### config.mk
export PLATFORM = sky130hd
export DESIGN_NAME = seq_divider
export DESIGN_NICKNAME = d
export VERILOG_FILES = /design/src/rtl/seq_divider_pkg.sv /design/src/rtl/carry_lookahead_16bit.sv /design/src/rtl/seq_divider.sv
export SDC_FILE = /design/constraint.sdc
export NUM_CORES = 1
export LEC_CHECK = 0
export ABC_AREA = 1
export CORE_MARGIN = 2
export CORE_UTILIZATION = 40
export DETAILED_ROUTE_END_ITERATION = 10
export PLACE_DENSITY = 0.65
export SETUP_SLACK_MARGIN = 0.4
export SYNTH_ARGS = -nofsm -noshare
export SYNTH_HDL_FRONTEND = slang
export SYNTH_SLANG_ARGS = --single-unit
### constraint.sdc
create_clock -name clk -period 4.4 [get_ports clk]
set_input_delay 0.88 -clock clk [delete_from_list [all_inputs] [get_ports clk]]
set_output_delay 0.88 -clock clk [all_outputs]
set_load 0.1 [all_outputs]
### src/rtl/seq_divider_pkg.sv
// Shared definitions for the sequential divider: FSM state codes, sizing
// constants and the conditional two's-complement negate used for sign fixup.
package seq_divider_pkg;

  localparam int unsigned DIV_WIDTH = 16;
  localparam int unsigned DIV_CNT_W = 5;
  localparam int unsigned DIV_ITER  = 16;

  typedef enum logic [1:0] {
    IDLE = 2'd0,
    RUN  = 2'd1,
    DONE = 2'd2
  } div_state_e;

  // Two's-complement negate when neg is set, pass-through otherwise.
  function automatic logic [DIV_WIDTH-1:0] cond_neg(input logic [DIV_WIDTH-1:0] x,
                                                    input logic                 neg);
    return neg ? (~x + DIV_WIDTH'(1)) : x;
  endfunction

endpackage

### src/rtl/carry_lookahead_16bit.sv
// 16-bit carry-lookahead adder built from four 4-bit lookahead groups with a
// second-level group carry chain.
//   a, b  : addends
//   cin   : carry in
//   sum   : a + b + cin (low 16 bits)
//   cout  : carry out of bit 15
module carry_lookahead_16bit (
  input  logic [15:0] a,
  input  logic [15:0] b,
  input  logic        cin,
  output logic [15:0] sum,
  output logic        cout
);

  logic [15:0] g;
  logic [15:0] p;
  logic [16:0] c;
  logic [3:0]  bg;
  logic [3:0]  bp;
  logic [4:0]  bc;

  assign g = a & b;
  assign p = a ^ b;

  // Group generate/propagate, group carries, then per-bit carries inside each group.
  always_comb begin
    c     = '0;
    bg    = '0;
    bp    = '0;
    bc    = '0;
    bc[0] = cin;
    for (int k = 0; k < 4; k++) begin
      bg[k] = g[4*k+3]
            | (p[4*k+3] & g[4*k+2])
            | (p[4*k+3] & p[4*k+2] & g[4*k+1])
            | (p[4*k+3] & p[4*k+2] & p[4*k+1] & g[4*k]);
      bp[k] = p[4*k+3] & p[4*k+2] & p[4*k+1] & p[4*k];
      bc[k+1] = bg[k] | (bp[k] & bc[k]);
    end
    for (int k = 0; k < 4; k++) begin
      c[4*k]   = bc[k];
      c[4*k+1] = g[4*k] | (p[4*k] & bc[k]);
      c[4*k+2] = g[4*k+1] | (p[4*k+1] & g[4*k]) | (p[4*k+1] & p[4*k] & bc[k]);
      c[4*k+3] = g[4*k+2] | (p[4*k+2] & g[4*k+1]) | (p[4*k+2] & p[4*k+1] & g[4*k])
               | (p[4*k+2] & p[4*k+1] & p[4*k] & bc[k]);
    end
    c[16] = bc[4];
  end

  assign sum  = p ^ c[15:0];
  assign cout = c[16];

endmodule

### src/rtl/seq_divider.sv
// Multi-cycle restoring divider, one quotient bit per clock, signed or unsigned.
//   clk, rst     : clock, asynchronous active-high reset
//   start        : request, accepted when not busy (also accepted in DONE)
//   A, B, sign   : dividend, divisor, 1 = two's-complement operands
//   busy         : operation in flight (RUN)
//   done         : one-cycle result-valid pulse
//   Quo, Rem     : quotient / remainder, held until the next result
//   DivZ, Ofl    : divide-by-zero, signed overflow (-32768 / -1)
module seq_divider
  import seq_divider_pkg::*;
#(
  parameter int unsigned WIDTH = DIV_WIDTH,
  parameter int unsigned CNT_W = DIV_CNT_W
) (
  input  logic             clk,
  input  logic             rst,
  input  logic             start,
  input  logic [WIDTH-1:0] A,
  input  logic [WIDTH-1:0] B,
  input  logic             sign,
  output logic             busy,
  output logic             done,
  output logic [WIDTH-1:0] Quo,
  output logic [WIDTH-1:0] Rem,
  output logic             DivZ,
  output logic             Ofl
);

  localparam logic [WIDTH-1:0] MIN_NEG  = {1'b1, {(WIDTH-1){1'b0}}};
  localparam logic [WIDTH-1:0] ALL_ONES = '1;
  localparam logic [CNT_W-1:0] LAST_CNT = CNT_W'(DIV_ITER - 1);

  div_state_e       state_q, state_d;
  logic [WIDTH-1:0] p_q, p_d;
  logic [WIDTH-1:0] q_q, q_d;
  logic [WIDTH-1:0] dvs_q, dvs_d;
  logic [WIDTH-1:0] quo_q, quo_d;
  logic [WIDTH-1:0] rem_q, rem_d;
  logic [CNT_W-1:0] cnt_q, cnt_d;
  logic             neg_a_q, neg_a_d;
  logic             neg_q_q, neg_q_d;
  logic             busy_q, busy_d;
  logic             done_q, done_d;
  logic             divz_q, divz_d;
  logic             ofl_q, ofl_d;

  logic             accept_c;
  logic [WIDTH-1:0] a_mag_c;
  logic [WIDTH-1:0] b_mag_c;
  logic [WIDTH-1:0] p_shift_c;
  logic [WIDTH-1:0] diff_c;
  logic             no_borrow_c;
  logic [WIDTH-1:0] p_step_c;
  logic [WIDTH-1:0] q_step_c;

  assign accept_c = start && (state_q != RUN);
  assign a_mag_c  = cond_neg(A, sign & A[WIDTH-1]);
  assign b_mag_c  = cond_neg(B, sign & B[WIDTH-1]);

  // P never reaches bit 15 before a shift (P < 2^i after step i), so nothing is lost.
  assign p_shift_c = {p_q[WIDTH-2:0], q_q[WIDTH-1]};

  // Trial subtract P - |B| as P + ~|B| + 1; carry-out means no borrow (D >= 0).
  carry_lookahead_16bit u_sub (
    .a    (p_shift_c),
    .b    (~dvs_q),
    .cin  (1'b1),
    .sum  (diff_c),
    .cout (no_borrow_c)
  );

  assign p_step_c = no_borrow_c ? diff_c : p_shift_c;
  assign q_step_c = {q_q[WIDTH-2:0], no_borrow_c};

  // Next-state and datapath update.
  always_comb begin
    state_d = state_q;
    p_d     = p_q;
    q_d     = q_q;
    dvs_d   = dvs_q;
    cnt_d   = cnt_q;
    quo_d   = quo_q;
    rem_d   = rem_q;
    divz_d  = divz_q;
    ofl_d   = ofl_q;
    neg_a_d = neg_a_q;
    neg_q_d = neg_q_q;

    case (state_q)
      RUN: begin
        p_d   = p_step_c;
        q_d   = q_step_c;
        cnt_d = cnt_q + CNT_W'(1);
        if (cnt_q == LAST_CNT) begin
          state_d = DONE;
          quo_d   = cond_neg(q_step_c, neg_q_q);
          rem_d   = cond_neg(p_step_c, neg_a_q);
        end
      end
      DONE:    state_d = IDLE;
      default: state_d = IDLE;
    endcase

    // Accept overrides the DONE -> IDLE return, giving back-to-back operation.
    if (accept_c) begin
      divz_d  = 1'b0;
      ofl_d   = 1'b0;
      neg_a_d = sign & A[WIDTH-1];
      neg_q_d = sign & (A[WIDTH-1] ^ B[WIDTH-1]);
      dvs_d   = b_mag_c;
      q_d     = a_mag_c;
      p_d     = '0;
      cnt_d   = '0;
      if (B == '0) begin
        state_d = DONE;
        quo_d   = ALL_ONES;
        rem_d   = A;
        divz_d  = 1'b1;
      end else if (sign && (A == MIN_NEG) && (B == ALL_ONES)) begin
        state_d = DONE;
        quo_d   = MIN_NEG;
        rem_d   = '0;
        ofl_d   = 1'b1;
      end else begin
        state_d = RUN;
      end
    end

    busy_d = (state_d == RUN);
    done_d = (state_d == DONE);
  end

  // State and datapath registers.
  always_ff @(posedge clk or posedge rst) begin
    if (rst) begin
      state_q <= IDLE;
      p_q     <= '0;
      q_q     <= '0;
      dvs_q   <= '0;
      cnt_q   <= '0;
      quo_q   <= '0;
      rem_q   <= '0;
      divz_q  <= 1'b0;
      ofl_q   <= 1'b0;
      neg_a_q <= 1'b0;
      neg_q_q <= 1'b0;
      busy_q  <= 1'b0;
      done_q  <= 1'b0;
    end else begin
      state_q <= state_d;
      p_q     <= p_d;
      q_q     <= q_d;
      dvs_q   <= dvs_d;
      cnt_q   <= cnt_d;
      quo_q   <= quo_d;
      rem_q   <= rem_d;
      divz_q  <= divz_d;
      ofl_q   <= ofl_d;
      neg_a_q <= neg_a_d;
      neg_q_q <= neg_q_d;
      busy_q  <= busy_d;
      done_q  <= done_d;
    end
  end

  assign busy = busy_q;
  assign done = done_q;
  assign Quo  = quo_q;
  assign Rem  = rem_q;
  assign DivZ = divz_q;
  assign Ofl  = ofl_q;

endmodule

[Word level (Yosys, flattened, before mapping)]
Index checks and enable logic that the tools add are counted.
Storage, ports and cells
  bits in writable memories: 0
  bits in latches: 0
  word-level logic and storage cells: 171
  memories: 0
  output and inout bits: 36
  memory bits (read-only): 0
  bits of input ports: 36
  flip-flop bits (word level): 92
Cells by class
  reductions and logical operators: 5
  multiply operators: 0
  divide/modulo/power cells: 0
  add/sub/neg operators: 5
  shift operators: 0
  muxes and demuxes: 29
  equal/unequal tests: 7
  magnitude comparators: 0
  bitwise gates (word level): 112
Operators by type and width (number)
  2-to-1 mux 16 bit: 17
  inverter 16 bit: 5
  adder 16 x 1 -> 16 bit, second input constant: 4
  bitwise AND 1 bit: 63
  OR 1 bit: 40
  equality test 16 bit, second input constant: 2
  XOR 16 bit: 2
  2-to-1 mux 15 bit: 2
  bitwise AND 16 bit: 1
  zero test 16 bit: 1
  2-to-1 mux 2 bit: 5
  2-to-1 mux 5 bit: 2
  adder 5 x 1 -> 5 bit, second input constant: 1
  equality test 5 x 4 -> 1 bit, second input constant: 1
  equality test 2 x 1 -> 1 bit, second input constant: 2
  logical AND 1 bit: 3
  2-to-1 mux 1 bit: 3
  equality test 2 bit, second input constant: 1
  != test 2 x 1 -> 1 bit, second input constant: 1
  nonzero test 2 bit: 1
  XOR 1 bit: 1

[Logic depth before layout (Yosys ltp)]
  word-level depth: 23
  depth in mapped cells: 26
  gate-level depth less buffers: 26

[Hierarchy]
Synthesis repeated with hierarchy kept, for this count alone.
Second synthesis, totals
  cell total of the unflattened synthesis: 980
  area, all modules: 6810.3 µm²
By module, submodules not included
  seq_divider: area an instance 6067.1 µm², cells each 877, instances 1, seq. area each 2302.2 µm²
  carry_lookahead_16bit: area an instance 743.2 µm², cells each 103, instances 1, seq. area each 0.0 µm²

[Least setup slack after synthesis]
Ideal clock, no wire load.
  path type: reg2reg
  start: register p_q[2]
  end: register quo_q[14] (netlist: Quo[14])
  required time: 4.318 ns
  period minus slack after synthesis: 2.874 ns
  buffers on the path: 0
  library setup time: 0.082 ns
  cell stages (with the launch flop): 26
  path slack: 1.526 ns
  data arrival time: 2.792 ns
  cells stage by stage: dfrtp_1 > ha_1 > nand2_1 > nand2_1 > nor2_2 > nand2_2 > nand2_1 > nand2_2 > nand2_2 > nand2_4 > nand2_4 > nand2_8 > inv_2 > ha_1 > inv_1 > nor3_1 > inv_1 > nor2_1 > nand3_1 > inv_1 > a31oi_1 > inv_1 > o21ai_0 > a21oi_1 > o21ai_0 > a31oi_1
Between the ends
  longest elaborated chain between the ends: 20
  elaborated cells between the ends (all ways): 26
  those cells by class: add/sub (1); mux (6); bitwise (19)
Ends and longest elaborated chain
  start, declared: line seq_divider.sv:34  | logic [WIDTH-1:0] p_q, p_d;
  start signal, assigned: line seq_divider.sv:151  | p_q <= p_d;
  XOR 16 bit: line carry_lookahead_16bit.sv:23  | assign p = a ^ b;
  bitwise AND 1 bit (on tied branches)
  OR 1 bit (tied with other cells): line carry_lookahead_16bit.sv:34  | | (p[4*k+3] & g[4*k+2])
  OR 1 bit / bitwise AND 1 bit (equally long branches): line carry_lookahead_16bit.sv:35, carry_lookahead_16bit.sv:36
  OR 1 bit: line carry_lookahead_16bit.sv:36  | | (p[4*k+3] & p[4*k+2] & p[4*k+1] & g[4*k]);
  OR 1 bit *: line carry_lookahead_16bit.sv:38  | bc[k+1] = bg[k] | (bp[k] & bc[k]);
  bitwise AND 1 bit *: line carry_lookahead_16bit.sv:38
  OR 1 bit *: line carry_lookahead_16bit.sv:38
  [5 not listed]
  adder 16 x 1 -> 16 bit *: line seq_divider_pkg.sv:18  | return neg ? (~x + DIV_WIDTH'(1)) : x;
  2-to-1 mux 16 bit *: line seq_divider_pkg.sv:18
  2-to-1 mux 16 bit *: line seq_divider.sv:94  | if (cnt_q == LAST_CNT) begin
  2-to-1 mux 16 bit *: line seq_divider.sv:89  | case (state_q)
  2-to-1 mux 16 bit: line seq_divider.sv:119  | end else if (sign && (A == MIN_NEG) && (B == ALL_ONES)) begin
  2-to-1 mux 16 bit: line seq_divider.sv:114  | if (B == '0) begin
  2-to-1 mux 16 bit *: line seq_divider.sv:105  | if (accept_c) begin
  via quo_d[14]: line seq_divider.sv:37  | logic [WIDTH-1:0] quo_q, quo_d;
  end signal, assigned: line seq_divider.sv:155  | quo_q <= quo_d;
  end, declared: line seq_divider.sv:37
The timed path passes the listed nets; every way through them passes the cells marked *.
A chain may end at the register's enable or synchronous reset.

[Worst setup path after layout]
  start: register dvs_q[0]
  end: register quo_q[14] (netlist: Quo[14])
Between the ends
  longest elaborated chain between the ends: 19
  elaborated cells between the ends (all ways): 21
  those cells by class: add/sub (1); mux (6); bitwise (14)
Ends and longest elaborated chain
  start, declared: line seq_divider.sv:36  | logic [WIDTH-1:0] dvs_q, dvs_d;
  start signal, assigned: line seq_divider.sv:153  | dvs_q <= dvs_d;
  inverter 16 bit *: line seq_divider.sv:66  | .b (~dvs_q),
  bitwise AND 16 bit: line carry_lookahead_16bit.sv:22  | assign g = a & b;
  bitwise AND 1 bit: line carry_lookahead_16bit.sv:36
  OR 1 bit: line carry_lookahead_16bit.sv:36
  OR 1 bit *: line carry_lookahead_16bit.sv:38
  bitwise AND 1 bit *: line carry_lookahead_16bit.sv:38
  OR 1 bit *: line carry_lookahead_16bit.sv:38
  bitwise AND 1 bit *: line carry_lookahead_16bit.sv:38
  [4 not listed]
  adder 16 x 1 -> 16 bit *: line seq_divider_pkg.sv:18
  2-to-1 mux 16 bit *: line seq_divider_pkg.sv:18
  2-to-1 mux 16 bit *: line seq_divider.sv:94
  2-to-1 mux 16 bit *: line seq_divider.sv:89
  2-to-1 mux 16 bit: line seq_divider.sv:119
  2-to-1 mux 16 bit: line seq_divider.sv:114
  2-to-1 mux 16 bit *: line seq_divider.sv:105
  via quo_d[14]: line seq_divider.sv:37
Marked as above.

==> run metrics <==
status complete, no violations; gr usage total 22.09%; Worst-Margin Slew 0.9852 ns; r2r setup slk 0.92 ns; initial drt markers 527; Clock Tree Root clkbuf_16; number of library cell types mapped by synthesis 54; core region area 15890 µm²; most frequent cells in the layout nand2_1 (203), inv_1 (117), dfrtp_1 (92); diodes inserted 0; RSZ-0062 raised after global routing false; Syn. warnings 0; post-route minimum period 3.481 ns; Die X 131.3 µm; IO buf count 71; WS Path Type flop to flop; vias in the first global route 5841; syn avg cell area 7.273 µm²; largest net degree at the start of global routing 39; CTS Buffer Depth 2; met1 usage 31.72%; Filler cells 1639; crit path buf inv count 6; Layout Cells excl Fill 1175; period utilization 79.12%; DIE AREA 17230 µm²; Worst path max stage delay 0.43 ns; Routed wire per std cell 15.73 µm; Slew Viols, Final 0; fmax 287.3 MHz; cell count after synthesis 891; commonest non-fill, non-tap cell in the layout nand2_1; syn nets 954; Antenna Nets Post-Route 0; clock-pin slew on the worst setup and hold paths 0.07 ns; initial cell density of the core 40.79%; global route overflow 0; crit-path max FO 25; Worst setup EP type flop; Max Cap Violations 0; Max transition margin 34.11%; sequential cell area fraction in the yosys report 35.53%; TritonRoute pass-1 iters 6; asr flop ratio synth 100.0%; Synth Register Bits 92; Final Skew 0.01187 ns; cell count after placement 1159; Vias/cell 5.277; Clk Latency, worst-skew pair 0.36 ns; post-cts gate resize count 0; WP data arrival 3.76 ns; Vias 6200; Worst Path Required 4.67 ns; Final GP Congestion 0.9407; Worst Hold Class flop to flop; Top cell by count, worst path inv_1; Setup WS post-layout 0.9189 ns; worst slack at placement 0.6243 ns; Detailed Place HPWL 14.23 mm; met3 Use GR 3.588%; # setup viols final 0; post-CTS setup buffers 0; Ports 72; Post-synth EDFFs 0; initial antenna violation count 0; Post-CTS Hold Buffers 0; Slowest-stage cell, CP dfrtp_1; Main synth FF type dfrtp_1; Die Height 131.3 µm; Hold Fails Final Rpt 0; first-pass GRT wire length 30.69 mm; synthesized area 6480 µm²; CTS Buf Count 9; CP startpoint kind flop; Site Rows 46; DRT Wirelength 18.48 mm; Layout area overhead 18.65%; drc violations 0; CTS tree built; CP top delay family simple AND/OR/NAND/NOR gates; met2 Use GR 34.65%; share of cells above drive strength 1 7.925%; Sum Neg Setup Slack 0 ns; CTS Sinks 92; Clock H-tree levels 3; fin nets 1017; GRT Max-Usage Layer met2
## registers in the layout, summed over array words and instances (netlist names)
name,flops
Quo,16
state_q,2
DivZ,1
busy,1
p_q,15
Ofl,1
Rem,16
done,1
neg_q_q,1
cnt_q,5
q_q,16
neg_a_q,1
dvs_q,16
## cells in the mapped netlist (2+ instances only)
master / instances / area [µm²]
o22ai_1: 15 / 93.84
o21a_1: 5 / 37.54
a211oi_1: 2 / 15.01
o211ai_1: 7 / 52.55
nand2_4: 4 / 45.04
nor3_1: 14 / 70.07
nand3_4: 2 / 35.03
nand4_1: 12 / 75.07
a21oi_1: 26 / 130.1
o31ai_1: 4 / 30.03
buf_1: 4 / 15.01
o21ai_2: 4 / 35.03
inv_2: 7 / 26.28
xnor2_1: 8 / 70.07
a21oi_2: 3 / 26.28
buf_2: 5 / 25.02
nor2_1: 60 / 225.2
o21ai_1: 6 / 30.03
dfrtp_1: 92 / 2302
or2_2: 4 / 25.02
fa_1: 3 / 60.06
nor4_1: 3 / 18.77
nand3_1: 82 / 410.4
xor2_1: 16 / 140.1
a311o_1: 2 / 20.02
nand2_2: 13 / 81.33
o21ai_0: 71 / 355.3
nor3b_1: 3 / 22.52
inv_1: 118 / 442.9
clkinv_1: 3 / 11.26
a22oi_1: 3 / 22.52
nand3b_1: 2 / 15.01
clkbuf_1: 20 / 75.07
o221ai_1: 10 / 87.58
a31oi_1: 11 / 68.82
ha_1: 24 / 300.3
nand3_2: 2 / 20.02
o311ai_0: 3 / 26.28
nand2_1: 203 / 762.0
## worst paths after layout
check / from / end / cells after the start
hold reg to reg: dvs_q[14] / dvs_q[14] / 2
setup reg to reg: dvs_q[0] / Quo[14] / 25
max in group asynchronous: rst / p_q[4] / 3
setup / recovery: dvs_q[0] / Quo[14] / 25
min in group asynchronous: rst / Quo[11] / 2
hold / removal: dvs_q[14] / dvs_q[14] / 2
## worst min-delay path: cells and delay by family, from the launching register on
family / cells / cell delay [ns]
flip-flops: 1 / 0.34
AO/OA/AOI/OAI: 1 / 0.06
AND/OR/NAND/NOR: 1 / 0.05
## final cells by class
cell class | count | area [µm²] | area share (%)
multi-input combinational | 638 | 3528 | 45.89
sequential | 92 | 2302 | 29.94
timing repair buffer | 85 | 815.8 | 10.61
inverter | 128 | 484.2 | 6.298
tap | 216 | 270.3 | 3.515
clock buffer | 10 | 239.0 | 3.108
clock inverter | 6 | 48.80 | 0.6347
## per-layer routing
layer | wire (µm) | vias up
li1 | - | 3090
met2 | 8182 | 208
met3 | 1181 | 17
met5 | 0 | -
met4 | 257 | 0
met1 | 8862 | 2885
## through the flow
stage | utilization (%) | area (µm²) | hold slack [ns]
final | 48.40 | 7689 | 0.4855
after global routing | 48.40 | 7689 | 0.5153
after global placement | 46.57 | 7398 | 0.4703
after CTS | 48.39 | 7686 | 0.4895
after detailed placement | 46.57 | 7398 | 0.4751
after floorplan | - | 6480 | 0.4530
## logic make-up after synthesis
| group | share of synthesized area (%) |
|---|---|
| AND/OR/NAND/NOR | 28.69 |
| AO/OA/AOI/OAI | 16.80 |
| buffers and inverters | 10.02 |
| flip-flops | 35.53 |
| adder cells (fa/ha/maj) | 5.561 |
| XOR/XNOR | 3.244 |
| multiplexers | 0.1545 |
Power is not shown: default switching activity piles up to over one toggle a cycle in this logic, so the estimate is an artifact.
